<file path="src/rtl/instr_pkg.sv">
// Shared definitions for the instruction encoder/loader: formats, field layout,
// opcode constants, the legal-opcode set and the word encoder.
package instr_pkg;

    typedef enum logic [1:0] {
        FMT_R   = 2'd0,
        FMT_I   = 2'd1,
        FMT_JI  = 2'd2,
        FMT_JII = 2'd3
    } fmt_e;

    typedef enum logic [1:0] {
        IDLE   = 2'd0,
        ACTIVE = 2'd1,
        DRAIN  = 2'd2
    } ld_state_e;

    localparam int INSTR_W   = 32;
    localparam int OPC_W     = 5;
    localparam int REG_W     = 5;
    localparam int IMM_W     = 17;
    localparam int TGT_W     = 27;
    localparam int OPC_LSB   = 27;
    localparam int RD_LSB    = 22;
    localparam int RS_LSB    = 17;
    localparam int RT_LSB    = 12;
    localparam int SHAMT_LSB = 7;
    localparam int ALU_LSB   = 2;

    localparam logic [OPC_W-1:0] OP_R    = 5'b00000;
    localparam logic [OPC_W-1:0] OP_J    = 5'b00001;
    localparam logic [OPC_W-1:0] OP_BNE  = 5'b00010;
    localparam logic [OPC_W-1:0] OP_JAL  = 5'b00011;
    localparam logic [OPC_W-1:0] OP_JR   = 5'b00100;
    localparam logic [OPC_W-1:0] OP_ADDI = 5'b00101;
    localparam logic [OPC_W-1:0] OP_BLT  = 5'b00110;
    localparam logic [OPC_W-1:0] OP_SW   = 5'b00111;
    localparam logic [OPC_W-1:0] OP_LW   = 5'b01000;
    localparam logic [OPC_W-1:0] OP_SETX = 5'b10101;
    localparam logic [OPC_W-1:0] OP_BEX  = 5'b10110;

    function automatic logic is_legal_opcode(input logic [OPC_W-1:0] op);
        case (op)
            OP_R, OP_J, OP_BNE, OP_JAL, OP_JR, OP_ADDI,
            OP_BLT, OP_SW, OP_LW, OP_SETX, OP_BEX: return 1'b1;
            default:                               return 1'b0;
        endcase
    endfunction

    function automatic logic [INSTR_W-1:0] encode_instr(
        input fmt_e             fmt,
        input logic [OPC_W-1:0] opcode,
        input logic [REG_W-1:0] rd,
        input logic [REG_W-1:0] rs,
        input logic [REG_W-1:0] rt,
        input logic [REG_W-1:0] shamt,
        input logic [REG_W-1:0] alu_op,
        input logic [IMM_W-1:0] imm,
        input logic [TGT_W-1:0] target
    );
        logic [INSTR_W-1:0] w;
        w = '0;
        w[OPC_LSB +: OPC_W] = opcode;
        case (fmt)
            FMT_R: begin
                w[RD_LSB    +: REG_W] = rd;
                w[RS_LSB    +: REG_W] = rs;
                w[RT_LSB    +: REG_W] = rt;
                w[SHAMT_LSB +: REG_W] = shamt;
                w[ALU_LSB   +: REG_W] = alu_op;
            end
            FMT_I: begin
                w[RD_LSB +: REG_W] = rd;
                w[RS_LSB +: REG_W] = rs;
                w[0      +: IMM_W] = imm;
            end
            FMT_JI:  w[0 +: TGT_W] = target;
            default: w[RD_LSB +: REG_W] = rd;
        endcase
        return w;
    endfunction

endpackage

</file>
<file path="src/rtl/instr_fifo.sv">
// Synchronous FIFO holding encoded words paired with their write addresses.
// Head outputs read as zero while empty.
module instr_fifo #(
    parameter int DATA_W = 32,
    parameter int ADDR_W = 12,
    parameter int DEPTH  = 4
) (
    input  logic              clock,
    input  logic              reset_n,
    input  logic              push,
    input  logic [DATA_W-1:0] push_data,
    input  logic [ADDR_W-1:0] push_addr,
    input  logic              pop,
    output logic              empty,
    output logic              full,
    output logic [DATA_W-1:0] head_data,
    output logic [ADDR_W-1:0] head_addr
);

    localparam int PTR_W = $clog2(DEPTH);
    localparam int CNT_W = PTR_W + 1;
    localparam logic [CNT_W-1:0] FULL_CNT = CNT_W'(DEPTH);

    logic [DATA_W-1:0] data_mem [DEPTH];
    logic [ADDR_W-1:0] addr_mem [DEPTH];
    logic [PTR_W-1:0]  wr_ptr, rd_ptr;
    logic [CNT_W-1:0]  count;
    logic              do_push, do_pop;

    assign empty   = (count == '0);
    assign full    = (count == FULL_CNT);
    assign do_push = push && !full;
    assign do_pop  = pop && !empty;

    always_ff @(posedge clock or negedge reset_n) begin
        if (!reset_n) begin
            wr_ptr <= '0;
            rd_ptr <= '0;
            count  <= '0;
        end else begin
            if (do_push) wr_ptr <= wr_ptr + 1'b1;
            if (do_pop)  rd_ptr <= rd_ptr + 1'b1;
            case ({do_push, do_pop})
                2'b10:   count <= count + 1'b1;
                2'b01:   count <= count - 1'b1;
                default: count <= count;
            endcase
        end
    end

    // NOTE: storage is deliberately not reset; emptying the pointers is enough
    // and the head is masked to zero whenever the FIFO is empty.
    always_ff @(posedge clock) begin
        if (do_push) begin
            data_mem[wr_ptr] <= push_data;
            addr_mem[wr_ptr] <= push_addr;
        end
    end

    assign head_data = empty ? '0 : data_mem[rd_ptr];
    assign head_addr = empty ? '0 : addr_mem[rd_ptr];

endmodule

</file>
<file path="src/rtl/instr_encoder_loader.sv">
// Encodes instruction fields into 32-bit words and streams them with sequential
// load addresses. Define OPCODE_CHECK_EN to drop illegal opcodes and flag err.
module instr_encoder_loader
    import instr_pkg::*;
#(
    parameter int ADDR_W     = 12,
    parameter int FIFO_DEPTH = 4
) (
    input  logic              clock,
    input  logic              reset_n,
    input  logic              start,
    input  logic [ADDR_W-1:0] base_addr,
    input  logic              in_valid,
    output logic              in_ready,
    input  logic              in_last,
    input  logic [1:0]        fmt,
    input  logic [4:0]        opcode,
    input  logic [4:0]        rd,
    input  logic [4:0]        rs,
    input  logic [4:0]        rt,
    input  logic [4:0]        shamt,
    input  logic [4:0]        alu_op,
    input  logic [16:0]       imm,
    input  logic [26:0]       target,
    output logic              out_valid,
    input  logic              out_ready,
    output logic [31:0]       out_data,
    output logic [ADDR_W-1:0] out_addr,
    output logic              busy,
    output logic              done,
    output logic              err
);

    ld_state_e         state_q, state_d;
    logic [ADDR_W-1:0] addr_cnt;
    logic [31:0]       encoded;
    logic              fifo_empty, fifo_full;
    logic              accept, push, op_ok, launch;

`ifdef OPCODE_CHECK_EN
    assign op_ok = is_legal_opcode(opcode);
`else
    assign op_ok = 1'b1;
`endif

    assign accept  = in_valid && in_ready;
    assign push    = accept && op_ok;
    assign launch  = (state_q == IDLE) && start;
    assign encoded = encode_instr(fmt_e'(fmt), opcode, rd, rs, rt, shamt, alu_op, imm, target);

    // NOTE: state registers use non-blocking assignments so every flop samples
    // pre-edge values; the combinational block below uses blocking ones.
    always_ff @(posedge clock or negedge reset_n) begin
        if (!reset_n) state_q <= IDLE;
        else          state_q <= state_d;
    end

    // NOTE: every output of this block gets a default first so no latch is inferred.
    always_comb begin
        state_d  = state_q;
        in_ready = 1'b0;
        done     = 1'b0;
        case (state_q)
            IDLE:   if (start) state_d = ACTIVE;
            ACTIVE: begin
                in_ready = !fifo_full;
                if (in_valid && !fifo_full && in_last) state_d = DRAIN;
            end
            DRAIN: begin
                if (fifo_empty) begin
                    done    = 1'b1;
                    state_d = IDLE;
                end
            end
            default: state_d = IDLE;
        endcase
    end

    always_ff @(posedge clock or negedge reset_n) begin
        if (!reset_n)    addr_cnt <= '0;
        else if (launch) addr_cnt <= base_addr;
        else if (push)   addr_cnt <= addr_cnt + 1'b1;
    end

`ifdef OPCODE_CHECK_EN
    always_ff @(posedge clock or negedge reset_n) begin
        if (!reset_n)              err <= 1'b0;
        else if (launch)           err <= 1'b0;
        else if (accept && !op_ok) err <= 1'b1;
    end
`else
    assign err = 1'b0;
`endif

    assign busy      = (state_q != IDLE);
    assign out_valid = !fifo_empty;

    instr_fifo #(
        .DATA_W (32),
        .ADDR_W (ADDR_W),
        .DEPTH  (FIFO_DEPTH)
    ) u_fifo (
        .clock     (clock),
        .reset_n   (reset_n),
        .push      (push),
        .push_data (encoded),
        .push_addr (addr_cnt),
        .pop       (out_valid && out_ready),
        .empty     (fifo_empty),
        .full      (fifo_full),
        .head_data (out_data),
        .head_addr (out_addr)
    );

endmodule

</file>
<file path="config.mk">
export PLATFORM = sky130hd
export DESIGN_NAME = instr_encoder_loader
export DESIGN_NICKNAME = d
export VERILOG_FILES = /design/src/rtl/instr_pkg.sv /design/src/rtl/instr_fifo.sv /design/src/rtl/instr_encoder_loader.sv
export SDC_FILE = /design/constraint.sdc
export NUM_CORES = 1
export LEC_CHECK = 0
export ABC_AREA = 1
export BUFFER_PORTS_ARGS = -buffer_cell sky130_fd_sc_hd__buf_2
export CAP_MARGIN = 20
export CORE_UTILIZATION = 35
export CTS_CLUSTER_SIZE = 8
export DETAILED_ROUTE_END_ITERATION = 7
export HOLD_SLACK_MARGIN = 0.08
export SLEW_MARGIN = 30
export SYNTH_ARGS = -nofsm -noshare
export SYNTH_HDL_FRONTEND = slang
export SYNTH_SLANG_ARGS = --single-unit
</file>
<file path="constraint.sdc">
create_clock -name clock -period 4.75 [get_ports clock]
set_input_delay 1.425 -clock clock [delete_from_list [all_inputs] [get_ports clock]]
set_output_delay 1.425 -clock clock [all_outputs]
set_load 0.01 [all_outputs]
</file>
==> results.py <==
metrics = {
    "min_path": {
        "min_from": "u_fifo.count[0]",
        "hold_path_end": "u_fifo.count[0]",
        "hold_path_depth": 1,
        "min_path_type": "reg -> reg",
    },
    "layout": {
        "finalNonFillerCells": 1327,
        "num_antenna_cells": 0,
        "nets": 1095,
        "stdcell_area_um2": 10350,
        "syn_to_final_growth_pct": 17.33,
        "layout-drive-gt1-share_pct": 19.64,
        "final_common_cell": "nor2_1",
        "layout_common_cells": "nor2_1, edfxtp_1, nand2_1",
    },
    "logic_synthesis": {
        "synth_top_cell_area_share_pct": 59.91,
        "ys_top_cells_by_area": "edfxtp_1, nor2_1, nand2_1, o21ai_0, dfrtp_1",
        "synth_top_cell_by_area": "edfxtp_1",
        "syn_inst": 865,
        "ys_types": 34,
        "seq_area_frac_synth_pct": 65.86,
        "syn_area_um2": 8822,
        "synth_nets": 970,
        "syn_area_per_cell_um2": 10.20,
        "yosys_warnings": 0,
        "synth-seq-cells": 197,
    },
    "global_route": {
        "grt_pass1_vias": 5968,
        "busiest_layer": "met2",
        "antenna_found_initial": 0,
        "grt_start_max_net_pins": 91,
        "grt_usage_pct": 16.38,
        "use_met3_pct": 3.151,
        "use_met1_pct": 20.67,
        "met2_usage_pct": 28.71,
        "grt_pass1_wl_um": 32510,
        "grt_overflow": 0,
    },
    "route": {
        "drc": 0,
        "drt_iter0_drc": 460,
        "wl_um": 20800,
        "routed_via_density": 4.779,
        "first_pass_iters": 5,
        "final_antenna_net_count": 0,
        "via_count": 6342,
        "wl_per_cell_um": 15.68,
    },
    "sta": {
        "period_minus_slack_ps": 3704,
        "max-slew-margin-rel_pct": 42.27,
        "worst_pin_slew_ps": 863.1,
        "setup_tns_ps": 0,
        "finClkSkew_ps": 12.47,
        "fmax_ghz": 0.2700,
        "final.period_utilization_pct": 77.99,
        "setup_slack_ps": 1046,
        "hold_viol": 0,
        "finalMaxSlewViolations": 0,
        "finalSetupViolCount": 0,
        "timing.hold.ws_ps": 576.7,
        "rsz0062_at_grt": "no",
    },
    "placement": {
        "dp_hpwl_um": 12920,
        "place_area_um2": 9842,
        "numPortBuffers": 141,
        "post-place-ws_ps": 1410,
        "dp.cells": 1295,
        "globalplace.congestion": 0.7449,
    },
    "clocking": {
        "cts_resized": 0,
        "clk_pin_slew_ps": 70,
        "post-cts-setup-buffers": 0,
        "clock_sinks": 197,
        "clkLatencyLatePin_ps": 430,
        "numCtsBuffers": 17,
        "clockBufferDepth": 2,
        "cts-root-buf": "clkbuf_16",
        "postCtsHoldBufs": 0,
        "ctsHtreeMaxLevel": 4,
        "cts_tree": "yes",
    },
    "power": {
        "peakVddDrop_mv": 0.3309,
        "leakage_nw": 4.143,
        "power_density_nw_per_um2": 596.5,
    },
    "floorplanning": {
        "initial_utilization_pct": 35.96,
        "fp.dieW_um": 160.8,
        "io_pins": 143,
        "die-height_um": 160.8,
        "fp.dieArea_um2": 25850,
        "core_um2": 24530,
        "rows": 57,
    },
    "critical_path": {
        "r2r-end": "u_fifo.count[1]",
        "cp_max_fo": 17,
        "critPathLaunchType": "register",
        "rrSetupSlack_ps": 2310,
        "cp.arrival_ps": 2280,
        "r2r-start": "u_fifo.count[2]",
        "cp.required_ps": 3320,
        "endpoint_kind": "output pin",
        "reg2reg_depth": 6,
        "worstSetupPathType": "reg -> out",
        "crit_start": "u_fifo.count[2]",
    },
    "run": {
        "cap_violations": 0,
    },
    "status": {
        "status": "finished, final reports clean",
    },
}
## power breakdown
part / internal, W / switching [W]
Combinational: 0.000826 / 0.00163
Sequential: 0.00226 / 0.000190
Clock: 0.000667 / 0.000595
## per-layer routing
layer,share of wire [%],vias up
li1,-,3152
met1,44,3043
met2,50,136
met3,4.2,11
met4,1.0,0
met5,0,-
## worst max-delay path, cell delays in order (launching register included)
cell	delay, ps
dfrtp_1	450
nor3_4	730
buf_4	390
a21oi_1	110
buf_2	160
## worst max-delay path by stage
stage	end
after floorplan	u_fifo.addr_mem[0][0]
after global placement	out_data[1]
after detailed placement	out_data[1]
after CTS	out_data[1]
after global routing	out_data[15]
final	out_data[24]
## cell families after synthesis
logic type	after synthesis	share of synthesized area [%]
compound gates	158	9.034
xor+xnor	6	0.5957
fa+ha+maj	11	1.645
buf+inv	98	4.737
flops	197	65.86
other cells	1	0.04251
simple gates	394	18.08
## cell usage after synthesis (all sizes together)
library cell / count
buf: 17
o21a: 2
inv: 53
a31oi: 1
ha: 10
nor3: 2
edfxtp: 176
o21ai: 107
a21oi: 48
fa: 1
clkbuf: 28
conb: 1
nor2: 207
nand3b: 3
dfrtp: 21
xnor2: 2
nand4: 2
nand3: 30
nand2: 150
xor2: 4
## flip-flops by register name (all words and copies together), names as in the netlist
register,cells
u_fifo.count,3
state_q,2
addr_cnt,12
u_fifo.wr_ptr,2
u_fifo.data_mem,128
u_fifo.rd_ptr,2
u_fifo.addr_mem,48
## through the flow
| step | total power, W | util (%) |
|---|---|---|
| floorplan | 0.004070 | - |
| global placement | 0.004962 | 40.11 |
| detailed placement | 0.004994 | 40.12 |
| CTS | 0.006263 | 42.17 |
| global route | 0.006611 | 42.19 |
| finish | 0.006175 | 42.19 |
## cell type report
| cell class | instances | area, um^2 |
|---|---|---|
| fillers | 2413 | 14180 |
| flip-flops and latches | 197 | 5813 |
| multi-input cells | 570 | 2626 |
| repair buffers | 151 | 797.0 |
| clock buffers | 23 | 447.9 |
| well taps | 324 | 405.4 |
| inverters | 53 | 205.2 |
| clock inverters | 9 | 56.30 |
Power figures use the tool's default switching activity.
